File: src/rtl/memory_access_pkg.sv
// Shared types and widths for the memory-access stage: access widths, bus FSM states
// and the writeback pipeline record.
package memory_access_pkg;

    localparam int BYTE_W = 8;
    localparam int HALF_W = 16;
    localparam int WORD_W = 32;
    localparam int LANES  = WORD_W / BYTE_W;
    localparam int OFF_W  = 2;

    typedef enum logic [1:0] {
        MAW_BYTE    = 2'b00,
        MAW_HALF    = 2'b01,
        MAW_WORD    = 2'b10,
        MAW_ILLEGAL = 2'b11
    } MemAccessWidth;

    typedef enum logic {
        IDLE = 1'b0,
        BUSY = 1'b1
    } MemBusState;

    typedef struct packed {
        logic [WORD_W-1:0] pc;
        logic [4:0]        rd_addr;
        logic              w_enable;
        logic [WORD_W-1:0] data;
    } WritebackStagePipeReg;

endpackage

File: src/rtl/memory_access_load_store_align.sv
// Combinational lane logic: misalignment detection, store strobe/data replication,
// and load lane extraction with sign/zero extension.
module load_store_align
    import memory_access_pkg::*;
(
    input  logic [OFF_W-1:0]  st_off_i,
    input  MemAccessWidth     st_width_i,
    input  logic [WORD_W-1:0] st_data_i,
    output logic              misaligned_o,
    output logic [LANES-1:0]  wstrb_o,
    output logic [WORD_W-1:0] wdata_o,
    input  logic [OFF_W-1:0]  ld_off_i,
    input  MemAccessWidth     ld_width_i,
    input  logic              ld_unsigned_i,
    input  logic [WORD_W-1:0] rdata_i,
    output logic [WORD_W-1:0] ld_data_o
);

    logic [BYTE_W-1:0] byte_lane;
    logic [HALF_W-1:0] half_lane;

    always_comb begin
        misaligned_o = (st_width_i == MAW_ILLEGAL)
                    || (st_width_i == MAW_HALF && st_off_i[0])
                    || (st_width_i == MAW_WORD && st_off_i != 2'b00);
        case (st_width_i)
            MAW_BYTE: begin
                wstrb_o = 4'b0001 << st_off_i;
                wdata_o = {4{st_data_i[BYTE_W-1:0]}};
            end
            MAW_HALF: begin
                wstrb_o = 4'b0011 << st_off_i;
                wdata_o = {2{st_data_i[HALF_W-1:0]}};
            end
            default: begin
                wstrb_o = 4'b1111;
                wdata_o = st_data_i;
            end
        endcase
    end

    always_comb begin
        byte_lane = rdata_i[BYTE_W*ld_off_i +: BYTE_W];
        half_lane = rdata_i[HALF_W*ld_off_i[1] +: HALF_W];
        case (ld_width_i)
            MAW_BYTE:
                ld_data_o = ld_unsigned_i ? {{(WORD_W-BYTE_W){1'b0}}, byte_lane}
                                          : {{(WORD_W-BYTE_W){byte_lane[BYTE_W-1]}}, byte_lane};
            MAW_HALF:
                ld_data_o = ld_unsigned_i ? {{(WORD_W-HALF_W){1'b0}}, half_lane}
                                          : {{(WORD_W-HALF_W){half_lane[HALF_W-1]}}, half_lane};
            default:
                ld_data_o = rdata_i;
        endcase
    end

endmodule

File: src/rtl/memory_access.sv
// Memory-access pipeline stage: issues req/ack data-memory transactions, stalls upstream
// while one is outstanding, and emits one writeback record per retired instruction.
module memory_access
    import memory_access_pkg::*;
#(
    parameter int unsigned TIMEOUT_CYCLES = 16
)
(
    input  logic        clk,
    input  logic        rst,
    input  logic        ex_valid,
    input  logic [31:0] ex_pc,
    input  logic [31:0] ex_alu_result,
    input  logic [31:0] ex_w_data,
    input  logic [1:0]  ex_mem_access_width,
    input  logic [4:0]  ex_rd_addr,
    input  logic        ex_w_enable,
    input  logic        ex_is_store,
    input  logic        ex_is_load,
    input  logic        ex_is_load_unsigned,
    output logic        stall,
    output logic        dmem_req,
    output logic        dmem_we,
    output logic [31:0] dmem_addr,
    output logic [3:0]  dmem_wstrb,
    output logic [31:0] dmem_wdata,
    input  logic        dmem_ack,
    input  logic [31:0] dmem_rdata,
    output logic        wb_valid,
    output logic [31:0] wb_pc,
    output logic [4:0]  wb_rd_addr,
    output logic        wb_w_enable,
    output logic [31:0] wb_data,
    output logic        exc_misaligned,
    output logic        exc_bus_error
);

    localparam int unsigned CNT_W = (TIMEOUT_CYCLES > 1) ? $clog2(TIMEOUT_CYCLES) : 1;
    localparam bit          TIMEOUT_EN = (TIMEOUT_CYCLES != 0);
    localparam logic [CNT_W-1:0] CNT_LAST = TIMEOUT_EN ? CNT_W'(TIMEOUT_CYCLES - 1) : '0;

    MemBusState           state_q;
    logic [CNT_W-1:0]     tmo_cnt_q;
    logic                 dmem_req_q;
    logic                 dmem_we_q;
    logic [WORD_W-1:0]    dmem_addr_q;
    logic [LANES-1:0]     dmem_wstrb_q;
    logic [WORD_W-1:0]    dmem_wdata_q;
    logic                 wb_valid_q;
    WritebackStagePipeReg wb_q;
    logic                 exc_mis_q;
    logic                 exc_bus_q;

    // Instruction parked while its bus transaction is outstanding
    WritebackStagePipeReg pend_q;
    MemAccessWidth        pend_width_q;
    logic [OFF_W-1:0]     pend_off_q;
    logic                 pend_unsigned_q;
    logic                 pend_store_q;

    logic              ex_mem;
    logic              misaligned;
    logic [LANES-1:0]  st_wstrb;
    logic [WORD_W-1:0] st_wdata;
    logic [WORD_W-1:0] ld_data;
    logic              timeout_hit;

    assign ex_mem      = ex_is_store | ex_is_load;
    assign timeout_hit = TIMEOUT_EN && (tmo_cnt_q == CNT_LAST);

    load_store_align u_align (
        .st_off_i      (ex_alu_result[OFF_W-1:0]),
        .st_width_i    (MemAccessWidth'(ex_mem_access_width)),
        .st_data_i     (ex_w_data),
        .misaligned_o  (misaligned),
        .wstrb_o       (st_wstrb),
        .wdata_o       (st_wdata),
        .ld_off_i      (pend_off_q),
        .ld_width_i    (pend_width_q),
        .ld_unsigned_i (pend_unsigned_q),
        .rdata_i       (dmem_rdata),
        .ld_data_o     (ld_data)
    );

    always_ff @(posedge clk) begin
        if (rst) begin
            state_q         <= IDLE;
            tmo_cnt_q       <= '0;
            dmem_req_q      <= 1'b0;
            dmem_we_q       <= 1'b0;
            dmem_addr_q     <= '0;
            dmem_wstrb_q    <= '0;
            dmem_wdata_q    <= '0;
            wb_valid_q      <= 1'b0;
            wb_q            <= '0;
            exc_mis_q       <= 1'b0;
            exc_bus_q       <= 1'b0;
            pend_q          <= '0;
            pend_width_q    <= MAW_BYTE;
            pend_off_q      <= '0;
            pend_unsigned_q <= 1'b0;
            pend_store_q    <= 1'b0;
        end else begin
            wb_valid_q <= 1'b0;
            exc_mis_q  <= 1'b0;
            exc_bus_q  <= 1'b0;
            case (state_q)
                IDLE: begin
                    if (ex_valid) begin
                        if (!ex_mem) begin
                            wb_valid_q <= 1'b1;
                            wb_q <= '{pc: ex_pc, rd_addr: ex_rd_addr,
                                      w_enable: ex_w_enable, data: ex_alu_result};
                        end else if (misaligned) begin
                            wb_valid_q <= 1'b1;
                            exc_mis_q  <= 1'b1;
                            wb_q <= '{pc: ex_pc, rd_addr: ex_rd_addr,
                                      w_enable: 1'b0, data: ex_alu_result};
                        end else begin
                            state_q         <= BUSY;
                            tmo_cnt_q       <= '0;
                            dmem_req_q      <= 1'b1;
                            dmem_we_q       <= ex_is_store;
                            dmem_addr_q     <= {ex_alu_result[WORD_W-1:OFF_W], {OFF_W{1'b0}}};
                            dmem_wstrb_q    <= ex_is_store ? st_wstrb : '0;
                            dmem_wdata_q    <= ex_is_store ? st_wdata : '0;
                            pend_q <= '{pc: ex_pc, rd_addr: ex_rd_addr,
                                        w_enable: ex_w_enable, data: ex_alu_result};
                            pend_width_q    <= MemAccessWidth'(ex_mem_access_width);
                            pend_off_q      <= ex_alu_result[OFF_W-1:0];
                            pend_unsigned_q <= ex_is_load_unsigned;
                            pend_store_q    <= ex_is_store;
                        end
                    end
                end
                BUSY: begin
                    // Ack takes priority over a timeout landing in the same cycle
                    if (dmem_ack) begin
                        state_q     <= IDLE;
                        dmem_req_q  <= 1'b0;
                        wb_valid_q  <= 1'b1;
                        wb_q.pc       <= pend_q.pc;
                        wb_q.rd_addr  <= pend_q.rd_addr;
                        wb_q.w_enable <= pend_store_q ? 1'b0 : pend_q.w_enable;
                        wb_q.data     <= pend_store_q ? pend_q.data : ld_data;
                    end else if (timeout_hit) begin
                        state_q     <= IDLE;
                        dmem_req_q  <= 1'b0;
                        wb_valid_q  <= 1'b1;
                        exc_bus_q   <= 1'b1;
                        wb_q.pc       <= pend_q.pc;
                        wb_q.rd_addr  <= pend_q.rd_addr;
                        wb_q.w_enable <= 1'b0;
                        wb_q.data     <= pend_q.data;
                    end else begin
                        tmo_cnt_q <= tmo_cnt_q + CNT_W'(1);
                    end
                end
            endcase
        end
    end

    assign stall          = (state_q != IDLE);
    assign dmem_req       = dmem_req_q;
    assign dmem_we        = dmem_we_q;
    assign dmem_addr      = dmem_addr_q;
    assign dmem_wstrb     = dmem_wstrb_q;
    assign dmem_wdata     = dmem_wdata_q;
    assign wb_valid       = wb_valid_q;
    assign wb_pc          = wb_q.pc;
    assign wb_rd_addr     = wb_q.rd_addr;
    assign wb_w_enable    = wb_q.w_enable;
    assign wb_data        = wb_q.data;
    assign exc_misaligned = exc_mis_q;
    assign exc_bus_error  = exc_bus_q;

endmodule
File: config.mk
export PLATFORM = sky130hd
export DESIGN_NAME = memory_access
export DESIGN_NICKNAME = d
export VERILOG_FILES = /design/src/rtl/memory_access_pkg.sv /design/src/rtl/memory_access_load_store_align.sv /design/src/rtl/memory_access.sv
export SDC_FILE = /design/constraint.sdc
export NUM_CORES = 1
export LEC_CHECK = 0
export ABC_AREA = 1
export ABC_CLOCK_PERIOD_IN_PS = 1800
export CELL_PAD_IN_SITES_DETAIL_PLACEMENT = 1
export CELL_PAD_IN_SITES_GLOBAL_PLACEMENT = 2
export CORE_AREA = 2 2 192 194
export CTS_BUF_LIST = sky130_fd_sc_hd__clkbuf_8
export DETAILED_ROUTE_END_ITERATION = 8
export DIE_AREA = 0 0 194 196
export PLACE_DENSITY_LB_ADDON = 0.1
export SLEW_MARGIN = 20
export SYNTH_ARGS = -nofsm -noshare
export SYNTH_HDL_FRONTEND = slang
export SYNTH_SLANG_ARGS = --single-unit
File: constraint.sdc
create_clock -name clk -period 1.8 [get_ports clk]
set_input_delay 0.36 -clock clk [delete_from_list [all_inputs] [get_ports clk]]
set_output_delay 0.36 -clock clk [all_outputs]
set_load 0.01 [all_outputs]
# Word level (Yosys, flattened, before mapping)
# Cells that the tools add are included.
dict set report op_classes {
  add_sub_neg 1
  n_mul 0
  n_div 0
  order_cmp 0
  eq_ne 12
  n_shift 4
  muxes 39
  bitwise 5
  n_reduce_logical 13
}
# op count
set ops {}
lappend ops {{two-way mux 70 bit} 5}
lappend ops {{one-hot mux 70 bit (2 select lines)} 1}
lappend ops {{two-way mux 32 bit} 4}
lappend ops {{one-hot mux 32 bit (2 select lines)} 2}
lappend ops {{indexed part select 32 x 6 -> 16 bit} 1}
lappend ops {{indexed part select 32 x 6 -> 8 bit} 1}
lappend ops {{two-way mux 4 bit} 6}
lappend ops {{two-way mux 1 bit} 16}
lappend ops {{one-hot mux 4 bit (2 select lines)} 2}
lappend ops {{!= test 2 bit (second input constant)} 5}
lappend ops {{AND reduction 4 bit} 2}
lappend ops {{one-hot mux 1 bit (2 select lines)} 3}
lappend ops {{AND reduction 5 bit} 1}
lappend ops {{adder 4 x 1 -> 4 bit (second input constant)} 1}
lappend ops {{equality test 2 x 1 -> 1 bit (second input constant)} 2}
lappend ops {{equality test 2 bit (second input constant)} 2}
lappend ops {{equality test 4 bit (second input constant)} 1}
lappend ops {{logical NOT 2 bit} 2}
lappend ops {{inverter 1 bit} 4}
lappend ops {{OR reduction 4 bit} 1}
lappend ops {{left shift 1 x 2 -> 4 bit (first input constant)} 1}
lappend ops {{left shift 2 x 2 -> 4 bit (first input constant)} 1}
lappend ops {{!= test 3 x 2 -> 1 bit (second input constant)} 1}
lappend ops {{!= test 3 bit (second input constant)} 1}
lappend ops {{other kinds (6)} 8}
dict set report word_totals {
  register_bits 221
  latch_bits 0
  ram_bits 0
  rom_bits 0
  in_bits 143
  word_cells 95
  memories 0
}

# Depth between registers and ports, before layout
dict set report logic_depth {
  word_depth 8
  mapped_depth 13
}

# Cells and area by module
# Synthesis repeated with hierarchy kept, for this count alone.
dict set report hier_totals {
  hier_cells 1386
  hier_area_um2 9370.2
}
# mod n_inst cells_per_inst area_per_inst_um2
set by_module_without_submodules {}
lappend by_module_without_submodules {memory_access 1 1137 8271.7}
lappend by_module_without_submodules {load_store_align 1 249 1098.6}

# Worst setup path after synthesis
# No wires, ideal clock.
dict set report synth_path {
  path_type {reg2reg}
  startpoint {register tmo_cnt_q[0]}
  endpoint {register wb_q, in the netlist wb_pc[10]}
  setup_ns 0.116
  t_arrival_ns 1.457
  required_ns 1.684
  path_slack_ns 0.227
  path_stages_with_launch 13
  n_path_buf 2
  synth_period_minus_slack_ns 1.573
  cell_sequence {dfxtp_1 ha_1 nand2_1 inv_1 nand2_1 nand2_1 inv_2 a21oi_2 nand2_2 buf_6 buf_4 o21ai_0 nor2_1}
}
dict set report synth_via {
  elab_chain_len 3
}
# item line_no
set synth_lines {}
lappend synth_lines {{from (decl)} memory_access.sv:43} ;# logic [CNT_W-1:0] tmo_cnt_q;
lappend synth_lines {{from (signal assigned)} memory_access.sv:156} ;# tmo_cnt_q <= tmo_cnt_q + CNT_W'(1);
lappend synth_lines {{equality test 4 bit} memory_access.sv:69} ;# assign timeout_hit = TIMEOUT_EN && (tmo_cnt_q == CNT_LAST);
lappend synth_lines {{!= test 3 x 2 -> 1 bit (no line)} --}
lappend synth_lines {{AND reduction 3 bit (no line)} --}
lappend synth_lines {{to (signal assigned)} memory_access.sv:112} ;# wb_q <= '{pc: ex_pc, rd_addr: ex_rd_addr,
lappend synth_lines {{to (signal assigned)} memory_access.sv:117} ;# wb_q <= '{pc: ex_pc, rd_addr: ex_rd_addr,
lappend synth_lines {{to (decl)} memory_access.sv:50} ;# WritebackStagePipeReg wb_q;
# Every way passes these cells.
# A chain may end at the register's enable or synchronous reset.

# Worst setup path after layout
dict set report layout_path {
  startpoint {register wb_q, in the netlist wb_pc[28]}
  endpoint {output port wb_pc[28]}
}
# item line_no
set layout_lines {}
lappend layout_lines {{to (decl)} memory_access.sv:30} ;# output logic [31:0] wb_pc,
# No word-level cell between the ends.

==> impl_metrics.env <==
export IMPL_outcome="completed"
export IMPL_postRouteAntennaNets=0
export IMPL_cp_num_buf_inv=1
export IMPL_start_kind="flop"
export IMPL_min_to="pend_q[1]"
export IMPL_dpl_cell_area_um2=12300
export IMPL_grt_max_degree=49
export IMPL_htreeDepth=4
export IMPL_avgViaCountPerCell=4.59
export IMPL_synth_distinct_cells=33
export IMPL_antenna_found_initial=3
export IMPL_dr_total_vias=9202
export IMPL_crit_type="reg -> out"
export IMPL_coreArea_um2=36100
export IMPL_cts_buffers=17
export IMPL_finClkSkew_ns=0.0171
export IMPL_gp_congestion=0.779
export IMPL_reg2reg_depth=12
export IMPL_wl_per_cell_um=17.5
export IMPL_clockBufferDepth=2
export IMPL_r2r_end="wb_data[27]"
export IMPL_crit_fanout=2
export IMPL_overflow=0
export IMPL_cp_arrival_ns=1.37
export IMPL_cpMaxStageDelayCell="clkdlybuf4s50_1"
export IMPL_ys_seq_area_frac=0.426
export IMPL_max_stage_delay_ns=0.54
export IMPL_dieArea_um2=38000
export IMPL_first_global_vias=9403
export IMPL_drive_above_1_share=0.0924
export IMPL_fin_nets=1667
export IMPL_drt_iter0_drc=294
export IMPL_reg2reg_from="tmo_cnt_q[1]"
export IMPL_dp_hpwl_um=25600
export IMPL_hold_violations=0
export IMPL_leakage_nw=5.77
export IMPL_fp_dieW_um=194
export IMPL_drc=0
export IMPL_dpl_cell_count=1969
export IMPL_reg2reg_slack_ns=0.10
export IMPL_min_path_type="in -> reg"
export IMPL_initial_core_util=0.246
export IMPL_cts_sinks=189
export IMPL_path_cells="clkdlybuf4s50_1"
export IMPL_io_pins=287
export IMPL_grt_pass1_wl_um=54100
export IMPL_cp_top_family="buffers and inverters"
export IMPL_clock_latency_ns=0.49
export IMPL_syn2layout_area_growth_pct=43.0
export IMPL_max_freq_ghz=0.578
export IMPL_cts_tree="built"
export IMPL_synthesis_area_um2=8880
export IMPL_setup_viol=0
export IMPL_synthCells=1270
export IMPL_finalInstanceArea_um2=12700
export IMPL_synth_edf_count=0
export IMPL_synth_ff_type="dfxtp_1"
export IMPL_hold_path_cell_count=4
export IMPL_fin_crit_ns=1.73
export IMPL_fp_dieH_um=196
export IMPL_avgSynthCellArea_um2=6.99
export IMPL_worst_setup_path_end_kind="primary output"
export IMPL_required_ns=1.44
export IMPL_num_rows=70
export IMPL_power_density_nw_per_um2=776
export IMPL_hp_start="rst"
export IMPL_final_cells=2006
export IMPL_clock_root_buffer="clkbuf_8"
export IMPL_drtPass1Iterations=5
export IMPL_portBuffers=284
export IMPL_setup_tns_ns=0
export IMPL_ir_drop_mv=0.483
export IMPL_yosysWarningCount=0
export IMPL_max_cap_violations=0
export IMPL_groute_usage_overall=0.181
export IMPL_ys_async_sr_fraction=0
export IMPL_cts_clk_slew_worst_paths_ns=0.11
export IMPL_totalWireLength_um=35000
export IMPL_period_share=0.961
export IMPL_ys_ff_latch=189
export IMPL_slew_violations=0
==> worst max-delay path by stage <==
stage / slack, ns / endpoint / start / cells past startpoint
after floorplan: 0.23 / wb_pc[10] / tmo_cnt_q[0] / 12
after global placement: -0.39 / wb_rd_addr[1] / ex_mem_access_width[1] / 12
after detailed placement: -0.50 / wb_pc[11] / ex_alu_result[0] / 12
after CTS: 0.0003 / dmem_wdata[0] / dmem_wdata[0] / 1
after global routing: -0.0009 / wb_data[4] / tmo_cnt_q[1] / 12
final: 0.07 / wb_pc[28] / wb_pc[28] / 1
==> flip-flops by register name, summed over array words and instances (netlist names) <==
signal and cells:
pend_q 70, dmem_wdata 32, wb_data 32, wb_pc 32, wb_rd_addr 5, dmem_wstrb 4
tmo_cnt_q 4, pend_width_q 2, dmem_req 1, exc_bus_error 1, exc_misaligned 1, pend_store_q 1
pend_unsigned_q 1, stall 1, wb_valid 1, wb_w_enable 1
==> metrics by stage <==
step	utilization	power, mW	hold slack, ns	setup slack, ns
floorplan	-	6.06	0.437	0.227
global placement	0.340	7.37	0.454	-0.394
detailed placement	0.340	7.41	0.459	-0.495
CTS	0.347	10.0	0.281	0.000255
global route	0.352	10.5	0.309	-0.000866
finish	0.352	9.86	0.331	0.0698
==> final cells by class <==
class / count / area (µm²)
diodes: 2 / 5.00
clock buffers: 18 / 248
clock inverters: 14 / 81.3
fillers: 4513 / 23400
inverters: 90 / 353
multi-input cells: 867 / 4030
flip-flops and latches: 189 / 3790
well taps: 468 / 586
repair buffers: 358 / 3610
==> report_power, final <==
part | switching [mW] | internal (mW) | leakage (nW)
logic | 1.36 | 1.18 | 4.04
clock network | 1.66 | 0.970 | 0.183
registers | 0.183 | 4.51 | 1.55
total | 3.21 | 6.66 | 5.77
==> layout by cell type, fill, tap and decap left out, types with 2 or more instances in the layout <==
master,instances
clkdlybuf4s50_1,171
nor3_1,2
buf_12,15
nand2_4,3
nor2_1,166
inv_1,85
clkinvlp_4,3
nand4_1,3
nand2_2,6
dfxtp_1,183
o21ai_0,131
dlymetal6s2s_1,28
dfxtp_2,5
o211ai_1,24
buf_6,2
xor2_1,2
or2_2,9
o21ai_1,63
buf_4,54
clkbuf_16,2
conb_1,2
dlygate4sd2_1,84
nand2_1,209
diode_2,2
inv_2,8
nand3_1,27
clkinv_2,4
clkbuf_8,18
nor2_2,2
a21oi_1,208
==> kinds of logic (layout without fill, tap and decap cells) <==
logic type	Yosys count	in the layout	synth area share
AND/OR/NAND/NOR	431	431	0.196
XOR/XNOR	2	2	0.00197
other	1	4	0.000422
adder cells (fa/ha/maj)	1	1	0.00141
flip-flops	189	189	0.426
buffers and inverters	215	480	0.124
AO/OA/AOI/OAI	431	431	0.251
==> Yosys cell counts (2+ instances only) <==
cell type / count / area share
nand2_1: 213 / 0.090
a21oi_1: 208 / 0.12
dfxtp_1: 189 / 0.43
nor2_1: 166 / 0.070
o21ai_0: 142 / 0.080
inv_1: 81 / 0.034
o21ai_1: 53 / 0.030
buf_4: 45 / 0.038
clkbuf_1: 40 / 0.017
nand3_1: 27 / 0.015
o211ai_1: 24 / 0.020
buf_2: 23 / 0.013
buf_6: 13 / 0.016
or2_2: 9 / 0.0063
inv_2: 8 / 0.0034
buf_1: 4 / 0.0017
nand2_2: 4 / 0.0028
nand4_1: 3 / 0.0021
nor2_2: 2 / 0.0014
nor3_1: 2 / 0.0011
xor2_1: 2 / 0.0020
==> layer usage <==
metal | vias up | wire length (µm) | track usage
li1 | 4648 | - | -
met1 | 4339 | 16600 | 0.240
met2 | 185 | 16300 | 0.295
met3 | 28 | 1670 | 0.0411
met4 | 2 | 489 | 0.0536
met5 | - | 13 | 0
==> repair_timing <==
action | CTS | global route
gates resized for setup | 93 | 52
setup buffers | 0 | 1
hold buffers | 0 | 0
hold endpoints to repair | 0 | 0
pin swaps | 0 | 1
cloned | 0 | 2
setup endpoints to repair | 119 | 97
Power figures use the tool's default switching activity.
